$ cat config.mk
export PLATFORM = sky130hd
export DESIGN_NAME = lif_pe
export DESIGN_NICKNAME = d
export VERILOG_FILES = /design/src/rtl/snn_pkg.sv /design/src/rtl/lif_adder_tree.sv /design/src/rtl/lif_pe.sv
export SDC_FILE = /design/constraint.sdc
export NUM_CORES = 1
export LEC_CHECK = 0
export BUFFER_PORTS_ARGS = -buffer_cell sky130_fd_sc_hd__buf_2
export CORE_MARGIN = 4
export CORE_UTILIZATION = 61
export DETAILED_ROUTE_END_ITERATION = 6
export PLACE_DENSITY = 0.83
export SYNTH_ARGS = -nofsm -noshare
export SYNTH_HDL_FRONTEND = slang
export SYNTH_HIERARCHICAL = 1
export SYNTH_SLANG_ARGS = --single-unit
$ cat constraint.sdc
create_clock -name clk -period 9.2 [get_ports clk]
set_input_delay 0.92 -clock clk [delete_from_list [all_inputs] [get_ports clk]]
set_output_delay 0.92 -clock clk [all_outputs]
set_load 0.01 [all_outputs]
$ cat src/rtl/snn_pkg.sv
// snn_pkg: op encoding and saturating add shared by the SNN datapath blocks.
// Consumers import snn_pkg::*.
package snn_pkg;

    localparam int OP_W  = 2;
    localparam int SAT_W = 32;

    typedef enum logic [OP_W-1:0] {
        OP_ACCUM = 2'd0,
        OP_FIRE  = 2'd1,
        OP_CLEAR = 2'd2,
        OP_RSVD  = 2'd3
    } op_e;

    // Signed a+b clamped to the range of a w-bit signed value (w <= SAT_W).
    function automatic logic signed [SAT_W-1:0] sat_add(
        input logic signed [SAT_W-1:0] a,
        input logic signed [SAT_W-1:0] b,
        input int unsigned             w
    );
        logic signed [SAT_W:0] s;
        logic signed [SAT_W:0] hi;
        logic signed [SAT_W:0] lo;
        s  = $signed({a[SAT_W-1], a}) + $signed({b[SAT_W-1], b});
        hi = $signed((SAT_W+1)'(1) << (w - 1)) - $signed((SAT_W+1)'(1));
        lo = -hi - $signed((SAT_W+1)'(1));
        if (s > hi) begin
            sat_add = hi[SAT_W-1:0];
        end else if (s < lo) begin
            sat_add = lo[SAT_W-1:0];
        end else begin
            sat_add = s[SAT_W-1:0];
        end
    endfunction

endpackage

$ cat src/rtl/lif_adder_tree.sv
// lif_adder_tree: gated signed sum of N_IN spike/weight lanes.
// Combinational; the result is wide enough that it can never overflow.
module lif_adder_tree #(
    parameter  int N_IN = 4,
    parameter  int W_W  = 8,
    localparam int SW   = W_W + $clog2(N_IN)
) (
    input  logic [N_IN-1:0]     spike,
    input  logic [N_IN*W_W-1:0] weight,
    output logic signed [SW-1:0] sum
);

    // Each lane contributes its sign-extended weight only when its spike is set.
    always_comb begin
        sum = '0;
        for (int i = 0; i < N_IN; i++) begin
            if (spike[i]) begin
                sum = sum + SW'($signed(weight[i*W_W +: W_W]));
            end
        end
    end

endmodule

$ cat src/rtl/lif_pe.sv
// lif_pe: leaky integrate-and-fire PE, N_LAYER membranes, 2-stage pipeline.
// Optional refractory counters are built when LIF_REFRACTORY_EN is defined.
module lif_pe
    import snn_pkg::*;
#(
    parameter  int N_IN    = 4,
    parameter  int W_W     = 8,
    parameter  int V_W     = 16,
    parameter  int N_LAYER = 2,
    parameter  int REFRAC  = 2,
    localparam int LW      = $clog2(N_LAYER)
) (
    input  logic                   clk,
    input  logic                   rst,
    input  logic                   in_valid,
    output logic                   in_ready,
    input  logic [OP_W-1:0]        in_op,
    input  logic [LW-1:0]          in_layer,
    input  logic [N_IN-1:0]        spike_in,
    input  logic [N_IN*W_W-1:0]    weight_in,
    input  logic signed [V_W-1:0]  threshold,
    input  logic [V_W-1:0]         leak,
    output logic                   out_valid,
    input  logic                   out_ready,
    output logic                   out_spike,
    output logic [LW-1:0]          out_layer,
    output logic signed [V_W-1:0]  out_vmem
);

    localparam int SW = W_W + $clog2(N_IN);

    logic                  adv;
    logic                  in_ok;
    logic signed [SW-1:0]  tree_sum;

    logic                  s1_valid_q, s1_valid_d;
    op_e                   s1_op_q, s1_op_d;
    logic [LW-1:0]         s1_layer_q, s1_layer_d;
    logic signed [V_W-1:0] s1_sum_q, s1_sum_d;

    logic signed [V_W-1:0] v_q [N_LAYER];
    logic signed [V_W-1:0] v_d [N_LAYER];

    logic                  out_valid_q, out_valid_d;
    logic                  out_spike_q, out_spike_d;
    logic [LW-1:0]         out_layer_q, out_layer_d;
    logic signed [V_W-1:0] out_vmem_q, out_vmem_d;

    logic signed [V_W-1:0] v_cur;
    logic signed [V_W-1:0] v_acc;
    logic signed [V_W-1:0] v_leak;
    logic signed [V_W:0]   v_wide;
    logic [V_W:0]          mag;
    logic [V_W:0]          lk;
    logic                  fire_hit;
    logic                  ref_active;

    // The whole pipeline moves only when the output slot is free or draining.
    assign adv      = !out_valid_q || out_ready;
    assign in_ready = adv;

    // Reserved ops and out-of-range layers are accepted but never enter S1.
    assign in_ok = in_valid
                && (op_e'(in_op) != OP_RSVD)
                && (32'(in_layer) < N_LAYER);

    lif_adder_tree #(
        .N_IN (N_IN),
        .W_W  (W_W)
    ) u_tree (
        .spike  (spike_in),
        .weight (weight_in),
        .sum    (tree_sum)
    );

    assign v_cur    = v_q[s1_layer_q];
    assign v_acc    = V_W'(sat_add(SAT_W'(v_cur), SAT_W'(s1_sum_q), V_W));
    assign fire_hit = (v_cur >= threshold);

`ifdef LIF_REFRACTORY_EN
    localparam int RW = $clog2(REFRAC + 2);

    logic [RW-1:0] ref_q [N_LAYER];
    logic [RW-1:0] ref_d [N_LAYER];

    assign ref_active = (ref_q[s1_layer_q] != '0);
`else
    // A negative refractory length is meaningless; this folds to 0.
    assign ref_active = (REFRAC < 0);
`endif

    // Leak moves the membrane toward zero by at most leak, never past it.
    always_comb begin
        v_wide = {v_cur[V_W-1], v_cur};
        lk     = {1'b0, leak};
        mag    = '0;
        v_leak = '0;
        if (v_cur[V_W-1]) begin
            mag = -v_wide;
            if (mag > lk) begin
                v_leak = V_W'(v_wide + $signed(lk));
            end
        end else if (v_cur != '0) begin
            mag = v_wide;
            if (mag > lk) begin
                v_leak = V_W'(v_wide - $signed(lk));
            end
        end
    end

    // S1 next state: capture the op and its gated weight sum when advancing.
    always_comb begin
        s1_valid_d = s1_valid_q;
        s1_op_d    = s1_op_q;
        s1_layer_d = s1_layer_q;
        s1_sum_d   = s1_sum_q;
        if (adv) begin
            s1_valid_d = in_ok;
            s1_op_d    = op_e'(in_op);
            s1_layer_d = in_layer;
            s1_sum_d   = V_W'(tree_sum);
        end
    end

    // S2: apply the S1 op to its membrane and load the FIRE result.
    always_comb begin
        v_d         = v_q;
        out_valid_d = out_valid_q;
        out_spike_d = out_spike_q;
        out_layer_d = out_layer_q;
        out_vmem_d  = out_vmem_q;
`ifdef LIF_REFRACTORY_EN
        ref_d       = ref_q;
`endif
        if (adv) begin
            out_valid_d = 1'b0;
            if (s1_valid_q) begin
                case (s1_op_q)
                    OP_ACCUM: begin
                        if (!ref_active) begin
                            v_d[s1_layer_q] = v_acc;
                        end
                    end
                    OP_FIRE: begin
                        out_valid_d = 1'b1;
                        out_layer_d = s1_layer_q;
                        out_vmem_d  = v_cur;
                        out_spike_d = 1'b0;
                        if (ref_active) begin
`ifdef LIF_REFRACTORY_EN
                            ref_d[s1_layer_q] = ref_q[s1_layer_q] - RW'(1);
`endif
                        end else if (fire_hit) begin
                            out_spike_d     = 1'b1;
                            v_d[s1_layer_q] = '0;
`ifdef LIF_REFRACTORY_EN
                            ref_d[s1_layer_q] = RW'(REFRAC);
`endif
                        end else begin
                            v_d[s1_layer_q] = v_leak;
                        end
                    end
                    OP_CLEAR: begin
                        v_d[s1_layer_q] = '0;
`ifdef LIF_REFRACTORY_EN
                        ref_d[s1_layer_q] = '0;
`endif
                    end
                    default: begin
                    end
                endcase
            end
        end
    end

    // State registers; reset discards everything in flight.
    always_ff @(posedge clk or negedge rst) begin
        if (!rst) begin
            s1_valid_q  <= 1'b0;
            s1_op_q     <= OP_ACCUM;
            s1_layer_q  <= '0;
            s1_sum_q    <= '0;
            out_valid_q <= 1'b0;
            out_spike_q <= 1'b0;
            out_layer_q <= '0;
            out_vmem_q  <= '0;
            for (int i = 0; i < N_LAYER; i++) begin
                v_q[i] <= '0;
`ifdef LIF_REFRACTORY_EN
                ref_q[i] <= '0;
`endif
            end
        end else begin
            s1_valid_q  <= s1_valid_d;
            s1_op_q     <= s1_op_d;
            s1_layer_q  <= s1_layer_d;
            s1_sum_q    <= s1_sum_d;
            out_valid_q <= out_valid_d;
            out_spike_q <= out_spike_d;
            out_layer_q <= out_layer_d;
            out_vmem_q  <= out_vmem_d;
            for (int i = 0; i < N_LAYER; i++) begin
                v_q[i] <= v_d[i];
`ifdef LIF_REFRACTORY_EN
                ref_q[i] <= ref_d[i];
`endif
            end
        end
    end

    assign out_valid = out_valid_q;
    assign out_spike = out_spike_q;
    assign out_layer = out_layer_q;
    assign out_vmem  = out_vmem_q;

endmodule
==> metrics.md <==
| Metric | Value |
|---|---|
| Status | `complete, no violations` |
| Die Area | `15500 sq um` |
| DRT iter0 DRCs | `887` |
| Setup Fix Bufs, Post-CTS | `0` |
| Antenna cells | `0` |
| R2r setup slk | `3840 ps` |
| Critical path startpoint category | `input pin` |
| Comb pwr share | `0.713` |
| Slew margin rel. | `0.245` |
| HP Class | `reg2reg` |
| Clk root buf | `clkbuf_16` |
| Largest cells by area after synthesis | `dfrtp_1 (20%), ha_1 (16%), nand2_1 (4.5%)` |
| Worst reg-to-reg path cell count | `17` |
| Synth-to-layout area growth | `10.4%` |
| WL met2 | `10800 microns` |
| Worst-Skew Late Latency | `330 ps` |
| Final setup TNS | `0 ps` |
| Post-synth top area share | `0.197` |
| Final nets | `1271` |
| Skew final | `4.13 ps` |
| Leak | `4.36 nW` |
| Count of cell types in the netlist | `91` |
| Synth Flop Type | `dfrtp_1` |
| I/O pin cnt | `95` |
| Final Max Tran Viols | `0` |
| #FFs+latches synth | `65` |
| Clock Pin Slew Worst Setup and Hold Paths | `50 ps` |
| Overall die height | `124 microns` |
| Register area share after synthesis | `0.197` |
| Slew @ Worst Pin | `1120 ps` |
| ANT nets after route | `0` |
| Tot GR Track Use | `0.297` |
| Arrival @ worst endpoint | `5650 ps` |
| CTS buffer count | `9` |
| Fmax | `186 MHz` |
| Largest net degree at the start of global routing | `66` |
| Max-cap violations | `0` |
| Kind of critical path | `in2reg` |
| Drt pass-1 iters | `6` |
| Yosys Warn Count | `6` |
| Switch Pwr | `1.52 mW` |
| Final Hold Vio Count | `0` |
| Resized Gates After CTS | `0` |
| Synth async-reset ratio | `1.00` |
| H-tree levels | `3` |
| Crit-path max FO | `11` |
| Post-route cell area | `9110 sq um` |
| HPWL after detailed placement | `18500 microns` |
| Synth Cell Area | `8260 sq um` |
| Met3 Routed Length | `1720 microns` |
| Initial Util | `0.623` |
| Final routed DRC violation total | `0` |
| RSZ-0062 raised after global routing | `false` |
| P per Cell Area | `325 nW/um^2` |
| Buffers on Ports | `94` |
| Worst Setup End Kind | `flop` |
| Die X-Extent | `124 microns` |
| Clock Power Share | `0.123` |
| Core area | `13200 sq um` |
| Hold-fix buffer count after cts | `0` |
| Routed length on met1 | `9230 microns` |
| Period utilisation layout | `0.585` |
| Initial antenna violation count | `1` |
| Setup WS pre-CTS | `3500 ps` |
| Internal power | `1.44 mW` |
| Post-Syn Instances | `1007` |
| WL/cell | `18.5 microns` |
| Global-route wire length before repair | `37900 microns` |
| Dpl cell area | `8790 sq um` |
| Sequential share of power | `0.164` |
| Core Rows | `42` |
| Hold-critical path depth | `2` |
| Syn_area_per_cell | `8.20 sq um` |
| VDD IR max | `167 uV` |
| Syn_nets | `1196` |
| RePlAce Congestion | `0.957` |
| Share of cells above drive strength 1 | `0.158` |
| Max Used Layer | `met5` |
| Total Power | `2.96 mW` |
| Number of flops mapped to enable cells by yosys | `0` |
| Fin crit period | `5380 ps` |
| Filler instances | `1140` |
| CTS tree | `yes` |
| Worst-case clock buffer depth | `2` |
| Vias in the first global route | `7705` |
| Total number of vias | `8013` |
| Most frequent cells after synthesis | `ha_1 (108), nand2_1 (98), nor2_1 (81), inv_1 (77), a21oi_1 (73)` |
| Post-Route WL | `23400 microns` |
| Most common cell in the netlist | `ha_1` |
| Final Worst Setup Slack | `3820 ps` |
| Final count of negative-setup-slack endpoints | `0` |
| Clk sinks | `65` |
| Critical Path RT | `9470 ps` |
| Routed vias/inst | `6.35` |
| Total congestion overflow | `0` |
| Switching Share | `0.513` |
| Area leader, netlist | `dfrtp_1` |
-- power by group through the flow --
| stage | combinational (mW) | sequential, mW | clock, mW |
|---|---|---|---|
| final | 2.11 | 0.486 | 0.364 |
| after global routing | 2.30 | 0.498 | 0.381 |
| after CTS | 2.06 | 0.484 | 0.366 |
| after detailed placement | 2.05 | 0.486 | 0 |
| after global placement | 2.01 | 0.483 | 0 |
| after floorplan | 1.52 | 0.488 | 0 |
-- area by class of cell --
type / instances / area (sq um) / share of cell area
Clock inverter: 5 / 78.8 / 0.00865
Timing Repair Buffer: 98 / 500 / 0.0549
Multi-Input combinational cell: 831 / 6160 / 0.676
Clock buffer: 10 / 239 / 0.0262
Inverter: 77 / 289 / 0.0317
Sequential cell: 65 / 1630 / 0.179
Tap cell: 176 / 220 / 0.0242
-- cell families (layout without fill, tap and decap cells) --
kind of cell,Yosys count,in the layout,share of synthesized area
muxes,35,35,0.0479
AOI/OAI and AO/OA,301,301,0.258
adders and majority gates,116,116,0.181
and+or+nand+nor,324,324,0.201
buffers and inverters,111,190,0.0576
xor gates and xnor gates,55,55,0.0584
DFF,65,65,0.197
-- layout by cell type (no fill, tap or decap), types with 18 or more instances in the layout --
cell type and count:
a21o_1 20, a21oi_1 73, a22oi_1 20, buf_2 94
dfrtp_1 65, ha_1 108, inv_1 77, mux2_2 20
nand2_1 98, nand3_1 18, nor2_1 80, nor2b_1 18
nor3_1 28, o211ai_1 22, o21ai_0 41, xnor2_1 36
xor2_1 19
-- per-stage QoR --
step	hold WS, ps	std cells	utilization
finish	474	1262	0.688
global route	499	1262	0.688
CTS	475	1262	0.688
detailed placement	463	1247	0.664
global placement	459	1247	0.664
floorplan	445	1007	-
-- critical path: stages --
cell and delay (ps):
buf_2 200, and2_1 170, ha_1 160, inv_1 60, fa_1 430, nor2b_4 170
o311ai_4 110, a31oi_2 260, o21ba_2 190, a21oi_1 290, inv_1 80, ha_1 350
inv_1 130, o211a_1 160, a2111oi_4 350, mux2i_1 130, ha_1 380, a21o_1 170
nor2_1 50, o211a_1 110, o31a_1 290, mux2i_1 210, xnor2_1 140, nand2_1 60
nand2_1 80
-- per-layer routing --
metal,vias to the layer above,global-route usage
met5,-,0
met4,2,0.170
met3,99,0.0476
met2,367,0.497
met1,3708,0.364
li1,3837,-
-- final timing paths --
path	to	startpoint
min in group asynchronous	async pin	rst
max in group asynchronous	s1_sum_q[7]	rst
hold reg to reg	s1_sum_q[6]	s1_sum_q[6]
setup reg to reg	flop	s1_layer_q
setup / recovery	s1_sum_q[9]	spike_in[0]
hold / removal	s1_sum_q[6]	s1_sum_q[6]
Note: power is estimated with default switching activity, not from simulation.
